[config.mk]
export PLATFORM = sky130hd
export DESIGN_NAME = barril_engine
export DESIGN_NICKNAME = d
export VERILOG_FILES = /design/src/rtl/barril_engine.sv
export SDC_FILE = /design/constraint.sdc
export NUM_CORES = 1
export LEC_CHECK = 0
export CAP_MARGIN = 10
export CORE_MARGIN = 1
export CORE_UTILIZATION = 25
export CTS_CLUSTER_SIZE = 40
export DETAILED_ROUTE_END_ITERATION = 6
export MAX_ROUTING_LAYER = met4
export PLACE_DENSITY = 0.45
export SYNTH_ARGS = -nofsm -noshare
export SYNTH_HDL_FRONTEND = slang
export SYNTH_SLANG_ARGS = --single-unit
export TNS_END_PERCENT = 5
[constraint.sdc]
create_clock -name clk -period 11.3 [get_ports clk]
set_input_delay 2.825 -clock clk [delete_from_list [all_inputs] [get_ports clk]]
set_output_delay 2.825 -clock clk [all_outputs]
set_load 0.01 [all_outputs]
[src/rtl/barril_engine.sv]
`default_nettype none
// ============================================================================
//  Module   : barril_engine
//  Purpose  : Multi-barrel sprite engine. Holds NUM_BARRILES independent
//             barrel slots, each with its own position and a roll/fall state
//             machine advanced once per frame. Per pixel it resolves the
//             lowest-index active barrel whose sprite pixel is opaque at
//             (hcount, vcount) and emits its 2-bit colour index.
//
//  Ports    : clk            pixel clock
//             rst            synchronous, active-high reset
//             hcount/vcount  current pixel coordinates (10 bit)
//             bounds_draw    visible-area qualifier
//             display_barril global draw enable
//             frame_tick     one-cycle pulse per frame, advances all slots
//             spawn          one-cycle request to launch a barrel
//             barril_draw    registered colour index, 00 = transparent
//             barril_hit_id  registered slot index driving barril_draw
//             active_mask    registered, bit i = slot i not idle
//             spawn_drop     one-cycle pulse, spawn ignored (no free slot)
//
//  Revision : 1.0  initial release
// ============================================================================
module barril_engine #(
    parameter int NUM_BARRILES = 4,
    parameter int SPRITE_SIZE  = 16,
    parameter int SPAWN_H      = 100,
    parameter int SPAWN_V      = 80,
    parameter int H_LEFT       = 40,
    parameter int H_RIGHT      = 584,
    parameter int V_BOTTOM     = 448,
    parameter int SPEED        = 1,
    parameter int FALL_SPEED   = 2,
    parameter int FALL_DIST    = 32,
    localparam int HIT_ID_W    = (NUM_BARRILES > 1) ? $clog2(NUM_BARRILES) : 1
) (
    input  logic                    clk,
    input  logic                    rst,
    input  logic [9:0]              hcount,
    input  logic [9:0]              vcount,
    input  logic                    bounds_draw,
    input  logic                    display_barril,
    input  logic                    frame_tick,
    input  logic                    spawn,
    output logic [1:0]              barril_draw,
    output logic [HIT_ID_W-1:0]     barril_hit_id,
    output logic [NUM_BARRILES-1:0] active_mask,
    output logic                    spawn_drop
);

    // Sprite offsets are taken from the low bits of the pixel offset; the
    // sprite edge is a power of two.
    localparam int OFF_W = $clog2(SPRITE_SIZE);

    localparam logic [1:0] S_IDLE = 2'd0;
    localparam logic [1:0] S_ROLL = 2'd1;
    localparam logic [1:0] S_FALL = 2'd2;

    localparam logic [9:0] c_spawn_h    = 10'(SPAWN_H);
    localparam logic [9:0] c_spawn_v    = 10'(SPAWN_V);
    localparam logic [9:0] c_h_left     = 10'(H_LEFT);
    localparam logic [9:0] c_h_left_lim = 10'(H_LEFT + SPEED);
    localparam logic [9:0] c_h_right    = 10'(H_RIGHT);
    localparam logic [9:0] c_v_bottom   = 10'(V_BOTTOM);
    localparam logic [9:0] c_speed      = 10'(SPEED);
    localparam logic [9:0] c_fall_speed = 10'(FALL_SPEED);
    localparam logic [9:0] c_fall_dist  = 10'(FALL_DIST);
    localparam logic [9:0] c_size       = 10'(SPRITE_SIZE);

    // barrilMem: a rounded barrel body. Mirroring the offsets folds the
    // four corners onto one; corners closer than 3 pixels (Manhattan) to the
    // sprite edge are transparent. Every fourth row is a hoop, the two
    // outermost columns are the rim shading, the rest is the wooden body.
    function automatic logic [1:0] barril_mem(input logic [OFF_W-1:0] x,
                                               input logic [OFF_W-1:0] y);
        logic [OFF_W-1:0] mx;
        logic [OFF_W-1:0] my;
        logic [OFF_W-1:0] rim;
        logic [1:0]       col;
        mx  = x[OFF_W-1] ? ~x : x;
        my  = y[OFF_W-1] ? ~y : y;
        rim = mx + my;
        if (rim < OFF_W'(3))       col = 2'b00;
        else if (y[1:0] == 2'b00)  col = 2'b11;
        else if (mx < OFF_W'(2))   col = 2'b10;
        else                       col = 2'b01;
        return col;
    endfunction

    // Slot registers
    logic [1:0]              r_state    [NUM_BARRILES];
    logic [9:0]              r_h        [NUM_BARRILES];
    logic [9:0]              r_v        [NUM_BARRILES];
    logic [9:0]              r_fall_cnt [NUM_BARRILES];
    logic [NUM_BARRILES-1:0] r_dir;

    // Slot next-state
    logic [1:0]              w_state_nx [NUM_BARRILES];
    logic [9:0]              w_h_nx     [NUM_BARRILES];
    logic [9:0]              w_v_nx     [NUM_BARRILES];
    logic [9:0]              w_fc_nx    [NUM_BARRILES];
    logic [NUM_BARRILES-1:0] w_dir_nx;
    logic [NUM_BARRILES-1:0] w_active_nx;

    logic [9:0]              w_h_inc;
    logic [9:0]              w_v_new;
    logic [9:0]              w_fc_new;

    logic                    w_free_found;
    logic [HIT_ID_W-1:0]     w_free_idx;

    // Pixel path
    logic [9:0]              w_dx;
    logic [9:0]              w_dy;
    logic [1:0]              w_col;
    logic [1:0]              w_pix;
    logic [HIT_ID_W-1:0]     w_pix_id;

    // Output registers
    logic [1:0]              r_draw;
    logic [HIT_ID_W-1:0]     r_hit_id;
    logic [NUM_BARRILES-1:0] r_active;
    logic                    r_spawn_drop;

    // Lowest-index idle slot; scanning downward lets the lowest index win.
    always_comb begin
        w_free_found = 1'b0;
        w_free_idx   = '0;
        for (int i = NUM_BARRILES - 1; i >= 0; i--) begin
            if (r_state[i] == S_IDLE) begin
                w_free_found = 1'b1;
                w_free_idx   = HIT_ID_W'(i);
            end
        end
    end

    // Per-slot next state. A slot chosen by spawn is loaded and not moved on
    // a coincident frame_tick; the bottom despawn check runs after the move.
    always_comb begin
        w_h_inc  = '0;
        w_v_new  = '0;
        w_fc_new = '0;
        w_dir_nx = r_dir;
        for (int i = 0; i < NUM_BARRILES; i++) begin
            w_state_nx[i] = r_state[i];
            w_h_nx[i]     = r_h[i];
            w_v_nx[i]     = r_v[i];
            w_fc_nx[i]    = r_fall_cnt[i];
            w_h_inc       = r_h[i] + c_speed;
            w_v_new       = r_v[i] + c_fall_speed;
            w_fc_new      = r_fall_cnt[i] + c_fall_speed;
            if (spawn && w_free_found && (w_free_idx == HIT_ID_W'(i))) begin
                w_state_nx[i] = S_ROLL;
                w_h_nx[i]     = c_spawn_h;
                w_v_nx[i]     = c_spawn_v;
                w_fc_nx[i]    = '0;
                w_dir_nx[i]   = 1'b0;
            end else if (frame_tick) begin
                case (r_state[i])
                    S_ROLL: begin
                        if (!r_dir[i]) begin
                            if (w_h_inc >= c_h_right) begin
                                w_h_nx[i]     = c_h_right;
                                w_fc_nx[i]    = '0;
                                w_state_nx[i] = S_FALL;
                            end else begin
                                w_h_nx[i] = w_h_inc;
                            end
                        end else begin
                            if (r_h[i] <= c_h_left_lim) begin
                                w_h_nx[i]     = c_h_left;
                                w_fc_nx[i]    = '0;
                                w_state_nx[i] = S_FALL;
                            end else begin
                                w_h_nx[i] = r_h[i] - c_speed;
                            end
                        end
                    end
                    S_FALL: begin
                        w_v_nx[i]  = w_v_new;
                        w_fc_nx[i] = w_fc_new;
                        if (w_fc_new >= c_fall_dist) begin
                            w_dir_nx[i]   = ~r_dir[i];
                            w_state_nx[i] = S_ROLL;
                        end
                    end
                    default: ;
                endcase
                if (w_v_nx[i] >= c_v_bottom) begin
                    w_state_nx[i] = S_IDLE;
                end
            end
        end
    end

    always_comb begin
        w_active_nx = '0;
        for (int i = 0; i < NUM_BARRILES; i++) begin
            w_active_nx[i] = (w_state_nx[i] != S_IDLE);
        end
    end

    // Pixel resolution. Offsets are unsigned differences, so after the
    // hcount >= h check "dx < size" is the exclusive right edge without any
    // overflow concern. Transparent pixels never win, exposing the barrel
    // behind; the downward scan gives the lowest index final say.
    always_comb begin
        w_pix    = '0;
        w_pix_id = '0;
        w_dx     = '0;
        w_dy     = '0;
        w_col    = '0;
        for (int i = NUM_BARRILES - 1; i >= 0; i--) begin
            w_dx  = hcount - r_h[i];
            w_dy  = vcount - r_v[i];
            w_col = barril_mem(w_dx[OFF_W-1:0], w_dy[OFF_W-1:0]);
            if (bounds_draw && display_barril && (r_state[i] != S_IDLE) &&
                (hcount >= r_h[i]) && (vcount >= r_v[i]) &&
                (w_dx < c_size) && (w_dy < c_size) && (w_col != 2'b00)) begin
                w_pix    = w_col;
                w_pix_id = HIT_ID_W'(i);
            end
        end
    end

    always_ff @(posedge clk) begin
        if (rst) begin
            for (int i = 0; i < NUM_BARRILES; i++) begin
                r_state[i]    <= S_IDLE;
                r_h[i]        <= c_spawn_h;
                r_v[i]        <= c_spawn_v;
                r_fall_cnt[i] <= '0;
            end
            r_dir        <= '0;
            r_draw       <= '0;
            r_hit_id     <= '0;
            r_active     <= '0;
            r_spawn_drop <= 1'b0;
        end else begin
            for (int i = 0; i < NUM_BARRILES; i++) begin
                r_state[i]    <= w_state_nx[i];
                r_h[i]        <= w_h_nx[i];
                r_v[i]        <= w_v_nx[i];
                r_fall_cnt[i] <= w_fc_nx[i];
            end
            r_dir        <= w_dir_nx;
            r_draw       <= w_pix;
            r_hit_id     <= w_pix_id;
            r_active     <= w_active_nx;
            r_spawn_drop <= spawn && !w_free_found;
        end
    end

    assign barril_draw   = r_draw;
    assign barril_hit_id = r_hit_id;
    assign active_mask   = r_active;
    assign spawn_drop    = r_spawn_drop;

endmodule
`default_nettype wire

==> run_summary.xml, run 1 <==
<?xml version="1.0" encoding="UTF-8"?>
<metrics>
  <group name="drt">
    <metric name="drt-vias-per-instance" unit="">5.19</metric>
    <metric name="drt_iter0_markers" unit="">929</metric>
    <metric name="postRouteAntennaNets" unit="">0</metric>
    <metric name="dr_total_vias" unit="">12400</metric>
    <metric name="drt-total-wl" unit="um">39700</metric>
    <metric name="detail_route.drc_violations" unit="">1</metric>
    <metric name="detail_route.first_pass.iterations" unit="">7</metric>
    <metric name="wire_per_inst" unit="um">16.6</metric>
  </group>
  <group name="place">
    <metric name="detailedPlacementHpwl" unit="um">29700</metric>
    <metric name="gp_congestion" unit="">0.833</metric>
    <metric name="port-buffer-count" unit="">34</metric>
  </group>
  <group name="critical_path">
    <metric name="worstPathArrival" unit="ns">7.36</metric>
    <metric name="crit_chain" unit="">clkdlybuf4s50_1 -&gt; ha_1 -&gt; a21o_1 -&gt; a21oi_1 -&gt; xnor2_1 -&gt; xnor2_1 -&gt; ha_1 -&gt; fa_1 -&gt; a21oi_1 -&gt; a221oi_1 -&gt; nand4_1 -&gt; a2111o_1 -&gt; nor4_2 -&gt; and3_1 -&gt; o21bai_1 -&gt; a32o_1</metric>
    <metric name="path_max_fanout" unit="">8</metric>
    <metric name="critPathRequiredTime" unit="ns">11.65</metric>
    <metric name="worstSetupPathType" unit="">in -&gt; reg</metric>
    <metric name="timing.critical_path.from_type" unit="">input port</metric>
    <metric name="slowest_stage" unit="">sky130_fd_sc_hd__clkdlybuf4s50_1</metric>
    <metric name="slowest_delay" unit="ns">0.84</metric>
    <metric name="cp-end-kind" unit="">flop</metric>
  </group>
  <group name="synthesis">
    <metric name="synthesis.yosys.warnings" unit="">0</metric>
    <metric name="synthesized_area_fraction_occupied_by_and_or_nand_nor_cells" unit="%">26.5</metric>
    <metric name="async_flop_share" unit="%">0</metric>
    <metric name="postSynthNetCount" unit="">1873</metric>
    <metric name="postSynthRegisterBits" unit="">133</metric>
    <metric name="synth_top_area_cell" unit="">sky130_fd_sc_hd__dfxtp_1</metric>
    <metric name="muxShareOfSynthArea" unit="%">1.40</metric>
    <metric name="synth_compound_area_share" unit="%">24.8</metric>
    <metric name="number_of_enable_type_register_cells_in_the_synthesized_netlist" unit="">0</metric>
    <metric name="synth-main-ff-cell" unit="">sky130_fd_sc_hd__dfxtp_1</metric>
    <metric name="cells_after_synth" unit="">1715</metric>
    <metric name="yosysUniqueCellTypes" unit="">92</metric>
    <metric name="postSynthAreaPerCell" unit="um2">7.40</metric>
    <metric name="synth-adder-area-share" unit="%">13.7</metric>
    <metric name="synth_xor_area_share" unit="%">6.83</metric>
    <metric name="cell_area_after_synthesis" unit="um2">12700</metric>
    <metric name="leading_cell_types_by_total_area_after_synthesis" unit="">sky130_fd_sc_hd__dfxtp_1 (21%), sky130_fd_sc_hd__ha_1 (12%), sky130_fd_sc_hd__a21oi_1 (5.4%), sky130_fd_sc_hd__xnor2_1 (5.4%), sky130_fd_sc_hd__o21ai_0 (4.7%)</metric>
    <metric name="synth_sequential_area_ratio" unit="%">21.0</metric>
    <metric name="post-synth-top-area-fraction" unit="%">21.0</metric>
    <metric name="largest_family_of_logic_cells_by_synthesized_area" unit="">simple AND/OR/NAND/NOR gates</metric>
  </group>
  <group name="global_route">
    <metric name="grt_antenna_before_repair" unit="">0</metric>
    <metric name="residual_overflow_from_global_routing" unit="">0</metric>
    <metric name="grt_max_degree" unit="">39</metric>
    <metric name="grtUsageTotal" unit="%">16.2</metric>
    <metric name="grt_pass1_vias" unit="">11800</metric>
    <metric name="grt_first_pass_wirelength" unit="um">63500</metric>
  </group>
  <group name="final_layout">
    <metric name="areaGrowthSynthToFinish" unit="%">12.4</metric>
    <metric name="multi_input_area" unit="um2">9300</metric>
    <metric name="finalNetCount" unit="">1870</metric>
    <metric name="final_layout_size_suffix_gt1_share" unit="%">4.06</metric>
    <metric name="nFillCells" unit="">5544</metric>
    <metric name="antenna_cells_inserted" unit="">0</metric>
    <metric name="layout.area.seq" unit="um2">2660</metric>
  </group>
  <group name="timing">
    <metric name="final-hold-violation-count" unit="">0</metric>
    <metric name="grt_setup_unrepaired" unit="">no</metric>
    <metric name="fin_crit" unit="ns">7.02</metric>
    <metric name="fin_worst_skew" unit="ns">0.0129</metric>
    <metric name="fin_crit_sh" unit="%">62.1</metric>
    <metric name="tightestPinTransition" unit="ns">1.04</metric>
    <metric name="slew_headroom" unit="%">30.8</metric>
    <metric name="timing.final.max_slew_violations" unit="">0</metric>
    <metric name="timing.final.setup_violations" unit="">0</metric>
    <metric name="highest_clock_rate" unit="MHz">143</metric>
    <metric name="fin_hold_ws" unit="ns">0.485</metric>
    <metric name="totalNegativeSetupSlack" unit="ns">0</metric>
  </group>
  <group name="clock_network">
    <metric name="cts_hold_repair.buffers" unit="">0</metric>
    <metric name="cts_max_path_buffers" unit="">2</metric>
    <metric name="worst_setup_hold_path_clk_slew" unit="ns">0.06</metric>
    <metric name="tritoncts_num_sinks" unit="">133</metric>
    <metric name="cts_setup_buffers" unit="">0</metric>
    <metric name="post_cts.resized_instances" unit="">0</metric>
    <metric name="cts_tree" unit="">yes</metric>
    <metric name="clock_root_buffer_master" unit="">sky130_fd_sc_hd__clkbuf_16</metric>
    <metric name="clock_tree.htree_level_count" unit="">4</metric>
    <metric name="num_cts_buffers" unit="">17</metric>
    <metric name="worst_skew_pair.late_latency" unit="ns">0.45</metric>
  </group>
  <group name="status">
    <metric name="failed_checks" unit="">DRC</metric>
    <metric name="outcome" unit="">complete, but fails checks</metric>
  </group>
  <group name="job">
    <metric name="maxcap_viol_count" unit="">0</metric>
  </group>
  <group name="die">
    <metric name="design.core.area" unit="um2">50100</metric>
    <metric name="chipWidth" unit="um">227</metric>
    <metric name="die_area" unit="um2">51700</metric>
    <metric name="boundaryPins" unit="">35</metric>
    <metric name="initial_utilization" unit="%">25.3</metric>
    <metric name="dieHeight" unit="um">227</metric>
    <metric name="fp-row-count" unit="">82</metric>
  </group>
  <group name="power_and_ir_drop">
    <metric name="irDropWorstVdd" unit="mV">0.119</metric>
    <metric name="static_leakage_power" unit="nW">5.11</metric>
    <metric name="cellPowerDensity" unit="nW/um2">90.4</metric>
  </group>
  <group name="hold_path">
    <metric name="worst_hold_path_type" unit="">reg -&gt; reg</metric>
  </group>
</metrics>
per-stage QoR:
step / power, mW / instance area (um2) / worst slack (ns) / cells / utilization (%)
floorplan: 0.646 / 12700 / 5.00 / 1715 / -
finish: 1.29 / 14300 / 4.28 / 2397 / 28.5
CTS: 1.31 / 14300 / 4.26 / 2397 / 28.5
global placement: 0.713 / 13700 / 3.88 / 2365 / 27.3
detailed placement: 0.717 / 13700 / 3.79 / 2365 / 27.3
global route: 1.36 / 14300 / 3.92 / 2397 / 28.5
sequential cells by signal, indices dropped and copies added, names as in the netlist:
| signal | count |
|---|---|
| active_mask | 4 |
| barril_draw | 2 |
| barril_hit_id | 2 |
| r_dir | 4 |
| r_fall_cnt | 36 |
| r_h | 40 |
| r_state | 8 |
| r_v | 36 |
| spawn_drop | 1 |
cells in the mapped netlist, drive strengths merged (21+ instances only):
| master | instances |
|---|---|
| xor2 | 21 |
| dfxtp | 133 |
| nor2 | 145 |
| nand3 | 85 |
| nor4 | 23 |
| inv | 124 |
| nand2b | 23 |
| xnor2 | 78 |
| a21oi | 139 |
| nand4 | 35 |
| nand2 | 155 |
| clkbuf | 52 |
| a211oi | 24 |
| nor3 | 52 |
| ha | 120 |
| o21ai | 123 |
| or3 | 38 |
layout by cell type (no fill, tap or decap), drive strengths merged, types with 7 or more instances in the layout:
| master | count |
|---|---|
| xor2 | 21 |
| a221oi | 10 |
| fa | 12 |
| and3 | 19 |
| xnor2 | 78 |
| nor3 | 52 |
| and2 | 17 |
| o32ai | 7 |
| nand4 | 35 |
| clkdlybuf4s50 | 34 |
| a32oi | 7 |
| o21a | 10 |
| clkbuf | 19 |
| a21o | 17 |
| or3 | 38 |
| nor3b | 15 |
| nand2b | 23 |
| o22ai | 12 |
| nor2b | 19 |
| ha | 120 |
| a21oi | 139 |
| nand3 | 85 |
| nor4 | 23 |
| nand2 | 155 |
| a31oi | 12 |
| o21ai | 123 |
| a211oi | 24 |
| o211ai | 12 |
| or2 | 12 |
| dfxtp | 133 |
| o41ai | 7 |
| o31ai | 9 |
| clkinv | 7 |
| a22oi | 9 |
| inv | 124 |
| mux2i | 11 |
| nor2 | 145 |
area by class of cell:
type / instances / area share [%]
multi-input cells: 1395 / 65.2
flip-flops and latches: 133 / 18.7
inverters: 125 / 3.29
well taps: 672 / 5.90
clock buffers: 19 / 3.11
repair buffers: 40 / 2.70
clock inverters: 13 / 1.11
worst max-delay path, delay by kind of cell:
kind,cells,cell delay (ns)
compound gates,7,1.31
buf+inv,1,0.84
fa+ha+maj,3,1.06
xor+xnor,2,0.39
simple gates,3,0.92
cells by family after synthesis:
logic type,after synthesis
and+or+nand+nor,668
AOI/OAI and AO/OA,480
buffers and inverters,187
DFF,133
adders and majority gates,132
xor gates and xnor gates,99
muxes,16
routing by layer:
metal	up-vias	GRT usage (%)	part of all wire [%]
li1	6296	-	-
met2	238	25.7	46
met5	-	-	0
met3	52	2.76	3.4
met4	0	6.49	3.2
met1	5850	20.4	47
report_power, final:
| part | leakage, nW | total [mW] | internal [mW] | switching, mW |
|---|---|---|---|---|
| clock | 0.285 | 0.583 | 0.351 | 0.232 |
| sequential | 1.07 | 0.474 | 0.471 | 0.00317 |
| combinational | 3.76 | 0.232 | 0.0938 | 0.138 |
worst paths after layout:
| path | startpoint | to | slack, ns | depth (start not counted) |
|---|---|---|---|---|
| min | r_fall_cnt[0][4] | r_fall_cnt[0][4] | 0.48 | 1 |
| max | hcount[1] | barril_draw[0] | 4.28 | 16 |
| max reg2reg | r_h[2][1] | barril_draw[0] | 6.92 | 16 |
| min reg2reg | r_fall_cnt[0][4] | r_fall_cnt[0][4] | 0.48 | 1 |
Power figures use the tool's default switching activity.
==> run 2: changes to the inputs <==
- clock period: 11.3 -> 7.11 ns (I/O delays scaled with it)
==> run 2 against run 1 <==
Compared with the run above:
- the flow now finishes without violations
- register-to-register slack worse by 4.2 ns
- sequential share of layout area decreased by 0.082 points
- hold slack lost 0.0013 ns
- setup slack worse by 3.0 ns
- clock skew increased by 0.00056 ns
- total power up 62%
- cell count increased by 0.17%
- clock power increased by 65%
- die area unchanged
- critical path depth stayed put
- critical endpoint unchanged
- largest cell class unchanged
- largest power group unchanged
==> run_summary.xml, run 2 (synthesis gave the netlist of run 1 again) <==
<?xml version="1.0" encoding="UTF-8"?>
<metrics>
  <group name="place">
    <metric name="dpl_cell_area" unit="um2">13700</metric>
    <metric name="detailedPlacementHpwl" unit="um">29900</metric>
    <metric name="port-buffer-count" unit="">34</metric>
    <metric name="dpl.cell_count" unit="">2370</metric>
    <metric name="gp_congestion" unit="">0.876</metric>
  </group>
  <group name="drt">
    <metric name="drt_iter0_markers" unit="">848</metric>
    <metric name="postRouteAntennaNets" unit="">0</metric>
    <metric name="met3_wirelength" unit="um">1410</metric>
    <metric name="wire_per_inst" unit="um">16.6</metric>
    <metric name="detail_route.first_pass.iterations" unit="">5</metric>
    <metric name="top_layer" unit="">met4</metric>
    <metric name="met1Wirelength" unit="um">18900</metric>
    <metric name="drt-total-wl" unit="um">39800</metric>
    <metric name="dr_total_vias" unit="">12400</metric>
    <metric name="met2WireLength" unit="um">18400</metric>
    <metric name="detail_route.drc_violations" unit="">0</metric>
    <metric name="drt-vias-per-instance" unit="">5.16</metric>
  </group>
  <group name="clock_network">
    <metric name="tritoncts_num_sinks" unit="">133</metric>
    <metric name="cts_hold_repair.buffers" unit="">0</metric>
    <metric name="worst_setup_hold_path_clk_slew" unit="ns">0.07</metric>
    <metric name="cts_tree" unit="">yes</metric>
    <metric name="post_cts.resized_instances" unit="">0</metric>
    <metric name="cts_max_path_buffers" unit="">2</metric>
    <metric name="cts_setup_buffers" unit="">0</metric>
    <metric name="worst_skew_pair.late_latency" unit="ns">0.46</metric>
    <metric name="clock_tree.htree_level_count" unit="">4</metric>
    <metric name="clock_root_buffer_master" unit="">sky130_fd_sc_hd__clkbuf_16</metric>
    <metric name="num_cts_buffers" unit="">17</metric>
  </group>
  <group name="critical_path">
    <metric name="path_max_fanout" unit="">6</metric>
    <metric name="slowest_delay" unit="ns">0.54</metric>
    <metric name="cp_top_family" unit="">adder cells</metric>
    <metric name="critPathRequiredTime" unit="ns">7.47</metric>
    <metric name="r2r-end" unit="">barril_draw[0]</metric>
    <metric name="worstPathArrival" unit="ns">6.22</metric>
    <metric name="slowest_stage" unit="">sky130_fd_sc_hd__clkdlybuf4s50_1</metric>
    <metric name="critPathLaunch" unit="">vcount[1]</metric>
    <metric name="ff2ff_path_depth" unit="">16</metric>
    <metric name="cp.buffers_inverters" unit="">2</metric>
    <metric name="cp-end-kind" unit="">flop</metric>
    <metric name="critical_path.reg2reg.startpoint" unit="">r_h[2][1]</metric>
    <metric name="worstSetupPathType" unit="">in -&gt; reg</metric>
    <metric name="timing.critical_path.from_type" unit="">input port</metric>
    <metric name="reg2reg_setup_slack" unit="ns">2.70</metric>
    <metric name="crit_chain" unit="">clkdlybuf4s50_1 -&gt; inv_1 -&gt; ha_1 -&gt; fa_1 -&gt; xnor2_1 -&gt; xnor2_1 -&gt; ha_1 -&gt; fa_1 -&gt; a21oi_1 -&gt; a221oi_1 -&gt; nand4_1 -&gt; a2111o_1 -&gt; nor4_2 -&gt; and3_1 -&gt; o21bai_1 -&gt; a32o_1</metric>
  </group>
  <group name="power_and_ir_drop">
    <metric name="switchingPower" unit="mW">0.597</metric>
    <metric name="cell_internal_pwr" unit="mW">1.49</metric>
    <metric name="static_leakage_power" unit="nW">5.16</metric>
    <metric name="irDropWorstVdd" unit="mV">0.182</metric>
    <metric name="power_switching_share" unit="%">28.7</metric>
    <metric name="p_comb_share" unit="%">17.7</metric>
    <metric name="cellPowerDensity" unit="nW/um2">146</metric>
    <metric name="p_clk_share" unit="%">46.2</metric>
    <metric name="power.sequential.fraction" unit="%">36.1</metric>
  </group>
  <group name="die">
    <metric name="die_area" unit="um2">51700</metric>
    <metric name="dieHeight" unit="um">227</metric>
    <metric name="fp-row-count" unit="">82</metric>
    <metric name="chipWidth" unit="um">227</metric>
    <metric name="design.core.area" unit="um2">50100</metric>
    <metric name="boundaryPins" unit="">35</metric>
    <metric name="initial_utilization" unit="%">25.3</metric>
  </group>
  <group name="final_layout">
    <metric name="final_area" unit="um2">14300</metric>
    <metric name="finalNetCount" unit="">1875</metric>
    <metric name="areaGrowthSynthToFinish" unit="%">12.9</metric>
    <metric name="finish.cell_count_without_fillers" unit="">2401</metric>
    <metric name="most-common-layout-cells" unit="">sky130_fd_sc_hd__nand2_1 (154), sky130_fd_sc_hd__nor2_1 (145), sky130_fd_sc_hd__a21oi_1 (138)</metric>
    <metric name="multi_input_area" unit="um2">9300</metric>
    <metric name="regMostFlops" unit="">r_h</metric>
    <metric name="antenna_cells_inserted" unit="">0</metric>
    <metric name="largest_registers" unit="">r_h (40), r_fall_cnt (36), r_v (36)</metric>
    <metric name="largest_register_ff_count" unit="">40</metric>
    <metric name="layout_commonest_cell" unit="">sky130_fd_sc_hd__nand2_1</metric>
    <metric name="nFillCells" unit="">5460</metric>
    <metric name="layout.area.seq" unit="um2">2660</metric>
    <metric name="final_layout_size_suffix_gt1_share" unit="%">4.34</metric>
  </group>
  <group name="status">
    <metric name="outcome" unit="">complete, no violations</metric>
  </group>
  <group name="global_route">
    <metric name="grt_antenna_before_repair" unit="">1</metric>
    <metric name="grt_max_degree" unit="">25</metric>
    <metric name="grt_pass1_vias" unit="">11700</metric>
    <metric name="grtUsageTotal" unit="%">16.2</metric>
    <metric name="residual_overflow_from_global_routing" unit="">0</metric>
    <metric name="grt_first_pass_wirelength" unit="um">63100</metric>
  </group>
  <group name="timing">
    <metric name="fin_worst_skew" unit="ns">0.0135</metric>
    <metric name="timing.final.setup_violations" unit="">0</metric>
    <metric name="fin_crit" unit="ns">5.87</metric>
    <metric name="tightestPinTransition" unit="ns">1.11</metric>
    <metric name="timing.final.max_slew_violations" unit="">0</metric>
    <metric name="fin_crit_sh" unit="%">82.5</metric>
    <metric name="grt_setup_unrepaired" unit="">no</metric>
    <metric name="slew_headroom" unit="%">25.9</metric>
    <metric name="final-hold-violation-count" unit="">0</metric>
    <metric name="totalNegativeSetupSlack" unit="ns">0</metric>
    <metric name="highest_clock_rate" unit="MHz">170</metric>
  </group>
  <group name="hold_path">
    <metric name="timing.hold.worst.start" unit="">r_fall_cnt[1][5]</metric>
    <metric name="worstHoldPathCells" unit="">2</metric>
    <metric name="min_delay_worst_endpoint" unit="">r_fall_cnt[1][5]</metric>
    <metric name="worst_hold_path_type" unit="">reg -&gt; reg</metric>
  </group>
  <group name="job">
    <metric name="maxcap_viol_count" unit="">0</metric>
  </group>
</metrics>
-- run 2: cell count changes in the layout (fill, tap and decap cells not counted), sizes merged --
cell and delta:
clkinv -3, clkinvlp -2, inv +2, clkbuf +2, buf +5
-- run 2: worst max-delay path by stage --
stage                                 to  cells after the start  slack (ns)
final                     barril_draw[0]                     16        1.24
after global routing      barril_draw[0]                     16        0.98
after CTS                 barril_draw[0]                     16        1.24
after detailed placement  barril_draw[0]                     15        0.74
after global placement    barril_draw[0]                     16        0.83
after floorplan           barril_draw[0]                     15        1.86
-- run 2: layout make-up --
class,instances,share of cell area (%)
Tap cell,672,5.87
Timing Repair Buffer,45,2.95
Sequential cell,133,18.6
Multi-Input combinational cell,1395,64.9
Clock buffer,21,3.36
Inverter,125,3.28
Clock inverter,10,1.01
-- run 2: through the flow --
step	utilization (%)	power, mW	worst slack, ns	hold slack (ns)
after floorplan	-	1.03	1.86	0.449
after global placement	27.4	1.13	0.826	0.472
after detailed placement	27.4	1.14	0.739	0.473
after CTS	28.6	2.12	1.24	0.482
after global routing	28.6	2.20	0.978	0.523
final	28.6	2.08	1.24	0.483
-- run 2: worst reg2reg max path, cell delays in order (launching register included) --
cell,delay (ns)
sky130_fd_sc_hd__dfxtp_1,0.41
sky130_fd_sc_hd__inv_1,0.19
sky130_fd_sc_hd__ha_1,0.33
sky130_fd_sc_hd__a21o_1,0.21
sky130_fd_sc_hd__a21oi_1,0.18
sky130_fd_sc_hd__xnor2_1,0.27
sky130_fd_sc_hd__xnor2_1,0.13
sky130_fd_sc_hd__ha_1,0.24
sky130_fd_sc_hd__fa_1,0.48
sky130_fd_sc_hd__a21oi_1,0.06
sky130_fd_sc_hd__a221oi_1,0.28
sky130_fd_sc_hd__nand4_1,0.13
sky130_fd_sc_hd__a2111o_1,0.32
sky130_fd_sc_hd__nor4_2,0.53
sky130_fd_sc_hd__and3_1,0.27
sky130_fd_sc_hd__o21bai_1,0.08
sky130_fd_sc_hd__a32o_1,0.22
-- run 2: power groups by stage --
stage / Combinational, mW / Clock, mW / Sequential [mW]
2_1_floorplan: 0.259 / 0 / 0.768
3_3_place_gp: 0.365 / 0 / 0.770
3_5_place_dp: 0.370 / 0 / 0.769
4_1_cts: 0.373 / 0.999 / 0.753
5_1_grt: 0.417 / 1.03 / 0.753
6_report: 0.369 / 0.962 / 0.753
-- run 2: layer usage --
layer,vias up,track usage (%)
met2,211,25.9
met3,54,3.08
met1,5814,20.2
li1,6314,-
met5,-,-
met4,0,5.74
==> run 3: changes to the inputs <==
- PLACE_DENSITY: 0.45 -> 0.46
- clock period: 7.11 -> 5 ns (I/O delays scaled with it)
==> run 3 against run 2 <==
Compared with the run above:
- clock skew is 0.0014 ns higher
- first-iteration DRC count is 15% higher
- critical path depth is 3 higher
- utilization is 0.91 points higher
- via count is 2.3% higher
- die area stayed put
- global-route usage is 0.32 points higher
- total power is 45% higher
- critical path type unchanged
- highest routed layer unchanged
==> run_summary.xml, run 3 (synthesis gave the netlist of run 1 again) <==
<?xml version="1.0" encoding="UTF-8"?>
<metrics>
  <group name="job">
    <metric name="maxcap_viol_count" unit="">0</metric>
  </group>
  <group name="drt">
    <metric name="drt-vias-per-instance" unit="">5.16</metric>
    <metric name="drt_iter0_markers" unit="">975</metric>
    <metric name="top_layer" unit="">met4</metric>
    <metric name="detail_route.first_pass.iterations" unit="">6</metric>
    <metric name="detail_route.drc_violations" unit="">0</metric>
    <metric name="dr_total_vias" unit="">12700</metric>
    <metric name="met2WireLength" unit="um">18900</metric>
    <metric name="drt-total-wl" unit="um">40300</metric>
    <metric name="met3_wirelength" unit="um">1890</metric>
    <metric name="met1Wirelength" unit="um">18800</metric>
    <metric name="postRouteAntennaNets" unit="">0</metric>
    <metric name="wire_per_inst" unit="um">16.4</metric>
  </group>
  <group name="power_and_ir_drop">
    <metric name="cell_internal_pwr" unit="mW">2.19</metric>
    <metric name="p_clk_share" unit="%">45.8</metric>
    <metric name="p_comb_share" unit="%">18.8</metric>
    <metric name="power_switching_share" unit="%">27.6</metric>
    <metric name="cellPowerDensity" unit="nW/um2">205</metric>
    <metric name="irDropWorstVdd" unit="mV">0.258</metric>
    <metric name="switchingPower" unit="mW">0.837</metric>
    <metric name="static_leakage_power" unit="nW">5.45</metric>
    <metric name="power.sequential.fraction" unit="%">35.4</metric>
  </group>
  <group name="clock_network">
    <metric name="cts_tree" unit="">yes</metric>
    <metric name="tritoncts_num_sinks" unit="">133</metric>
    <metric name="worst_skew_pair.late_latency" unit="ns">0.45</metric>
    <metric name="cts_hold_repair.buffers" unit="">0</metric>
    <metric name="cts_max_path_buffers" unit="">2</metric>
    <metric name="clock_root_buffer_master" unit="">sky130_fd_sc_hd__clkbuf_16</metric>
    <metric name="worst_setup_hold_path_clk_slew" unit="ns">0.07</metric>
    <metric name="cts_setup_buffers" unit="">0</metric>
    <metric name="clock_tree.htree_level_count" unit="">4</metric>
    <metric name="num_cts_buffers" unit="">17</metric>
  </group>
  <group name="global_route">
    <metric name="grt_antenna_before_repair" unit="">0</metric>
    <metric name="grtUsageTotal" unit="%">16.5</metric>
    <metric name="grt_pass1_vias" unit="">12100</metric>
    <metric name="grt_first_pass_wirelength" unit="um">64800</metric>
    <metric name="residual_overflow_from_global_routing" unit="">0</metric>
    <metric name="grt_max_degree" unit="">25</metric>
  </group>
  <group name="timing">
    <metric name="timing.final.max_slew_violations" unit="">0</metric>
    <metric name="fin_worst_skew" unit="ns">0.0149</metric>
    <metric name="final-hold-violation-count" unit="">0</metric>
    <metric name="highest_clock_rate" unit="MHz">211</metric>
    <metric name="fin_crit" unit="ns">4.74</metric>
    <metric name="timing.final.setup_violations" unit="">0</metric>
    <metric name="slew_headroom" unit="%">26.4</metric>
    <metric name="totalNegativeSetupSlack" unit="ns">0</metric>
    <metric name="tightestPinTransition" unit="ns">1.10</metric>
    <metric name="fin_crit_sh" unit="%">94.7</metric>
    <metric name="grt_setup_unrepaired" unit="">no</metric>
  </group>
  <group name="final_layout">
    <metric name="largest_registers" unit="">r_h (40), r_fall_cnt (36), r_v (36)</metric>
    <metric name="regMostFlops" unit="">r_h</metric>
    <metric name="finish.cell_count_without_fillers" unit="">2455</metric>
    <metric name="final_layout_size_suffix_gt1_share" unit="%">7.52</metric>
    <metric name="most-common-layout-cells" unit="">sky130_fd_sc_hd__nand2_1 (154), sky130_fd_sc_hd__nor2_1 (145), sky130_fd_sc_hd__a21oi_1 (137)</metric>
    <metric name="final_area" unit="um2">14800</metric>
    <metric name="finalCoreUtilization" unit="%">29.5</metric>
    <metric name="areaGrowthSynthToFinish" unit="%">16.5</metric>
    <metric name="nFillCells" unit="">5520</metric>
    <metric name="largest_register_ff_count" unit="">40</metric>
    <metric name="layout_commonest_cell" unit="">sky130_fd_sc_hd__nand2_1</metric>
    <metric name="finalNetCount" unit="">1928</metric>
  </group>
  <group name="critical_path">
    <metric name="slowest_stage" unit="">sky130_fd_sc_hd__clkdlybuf4s50_1</metric>
    <metric name="slowest_delay" unit="ns">0.40</metric>
    <metric name="critPathRequiredTime" unit="ns">5.34</metric>
    <metric name="crit_chain" unit="">clkdlybuf4s50_1 -&gt; buf_4 -&gt; ha_1 -&gt; a21o_1 -&gt; a21oi_2 -&gt; xnor2_2 -&gt; xnor2_1 -&gt; ha_1 -&gt; fa_1 -&gt; nand2_1 -&gt; o21ai_0 -&gt; a221oi_1 -&gt; nand4_1 -&gt; a2111o_1 -&gt; nor4_4 -&gt; buf_4 -&gt; and3_1 -&gt; o21bai_1 -&gt; a32o_1</metric>
    <metric name="path_max_fanout" unit="">4</metric>
    <metric name="worstSetupPathType" unit="">in -&gt; reg</metric>
    <metric name="timing.critical_path.from_type" unit="">input port</metric>
    <metric name="cp-end-kind" unit="">flop</metric>
    <metric name="cp.buffers_inverters" unit="">3</metric>
    <metric name="cp_top_family" unit="">compound AO/OA/AOI/OAI gates</metric>
    <metric name="worstPathArrival" unit="ns">5.08</metric>
  </group>
  <group name="die">
    <metric name="design.core.area" unit="um2">50100</metric>
    <metric name="dieHeight" unit="um">227</metric>
    <metric name="initial_utilization" unit="%">25.3</metric>
    <metric name="chipWidth" unit="um">227</metric>
    <metric name="die_area" unit="um2">51700</metric>
    <metric name="fp-row-count" unit="">82</metric>
    <metric name="boundaryPins" unit="">35</metric>
  </group>
  <group name="place">
    <metric name="detailedPlacementHpwl" unit="um">30800</metric>
    <metric name="port-buffer-count" unit="">34</metric>
    <metric name="dpl.cell_count" unit="">2423</metric>
    <metric name="gp_congestion" unit="">0.877</metric>
    <metric name="dpl_cell_area" unit="um2">14100</metric>
  </group>
  <group name="hold_path">
    <metric name="worst_hold_path_type" unit="">reg -&gt; reg</metric>
  </group>
  <group name="status">
    <metric name="outcome" unit="">complete, no violations</metric>
  </group>
</metrics>
## run 3: cell types whose count changed in the layout (fill, tap and decap cells not counted), moves of 2 or more
| cell | change |
|---|---|
| sky130_fd_sc_hd__xnor2_2 | +3 |
| sky130_fd_sc_hd__inv_6 | -2 |
| sky130_fd_sc_hd__clkdlybuf4s50_1 | -2 |
| sky130_fd_sc_hd__clkbuf_1 | +2 |
| sky130_fd_sc_hd__buf_4 | +53 |
| sky130_fd_sc_hd__xnor2_1 | -3 |
## run 3: power groups by stage
stage	Clock (mW)	Combinational, mW	Sequential (mW)
3_3_place_gp	0	0.557	1.09
3_5_place_dp	0	0.564	1.09
6_report	1.39	0.569	1.07
2_1_floorplan	0	0.369	1.09
5_1_grt	1.47	0.635	1.07
4_1_cts	1.43	0.568	1.07
## run 3: path summary, 6_finish.rpt
| path | slack [ns] | cells past startpoint | startpoint | endpoint |
|---|---|---|---|---|
| min | 0.48 | 1 | r_fall_cnt[0][4] | r_fall_cnt[0][4] |
| min reg2reg | 0.48 | 1 | r_fall_cnt[0][4] | r_fall_cnt[0][4] |
| max reg2reg | 0.99 | 18 | r_h[2][1] | barril_draw[0] |
| max | 0.26 | 19 | hcount[1] | barril_draw[0] |
## run 3: cell type report
cell class	count	area, um2	share of cell area (%)
multi-input combinational	1395	9350	63.3
inverter	125	469	3.18
antenna	1	2.50	0.0169
timing repair buffer	98	818	5.54
tap	672	841	5.69
sequential	133	2660	18.0
clock buffer	23	488	3.30
clock inverter	8	146	0.991
## run 3: through the flow
stage                     setup WS [ns]  hold WS [ns]  total power, mW
after CTS                        0.0575         0.488             3.07
after floorplan                   0.273         0.449             1.46
final                             0.265         0.484             3.03
after detailed placement         -0.422         0.477             1.66
after global placement           -0.323         0.467             1.65
after global routing            0.00579         0.510             3.18
## run 3: timing repair
action,4_1_cts,5_1_grt
resized for setup,0,10
hold endpoints to repair,0,0
endpoints found under the setup margin,0,4
## run 3: metal layers
metal	vias to the layer above	global-route usage (%)
li1	6400	-
met1	5955	20.8
met2	271	26.7
met3	50	3.30
met4	0	4.57
met5	-	-
## run 3: worst reg2reg max path: cells and delay by family, from the launching register on
| family | cells | cell delay (ns) |
|---|---|---|
| DFF | 1 | 0.41 |
| AOI/OAI and AO/OA | 7 | 1.43 |
| xor gates and xnor gates | 2 | 0.26 |
| and+or+nand+nor | 4 | 0.51 |
| buffers and inverters | 2 | 0.36 |
| adders and majority gates | 3 | 0.94 |
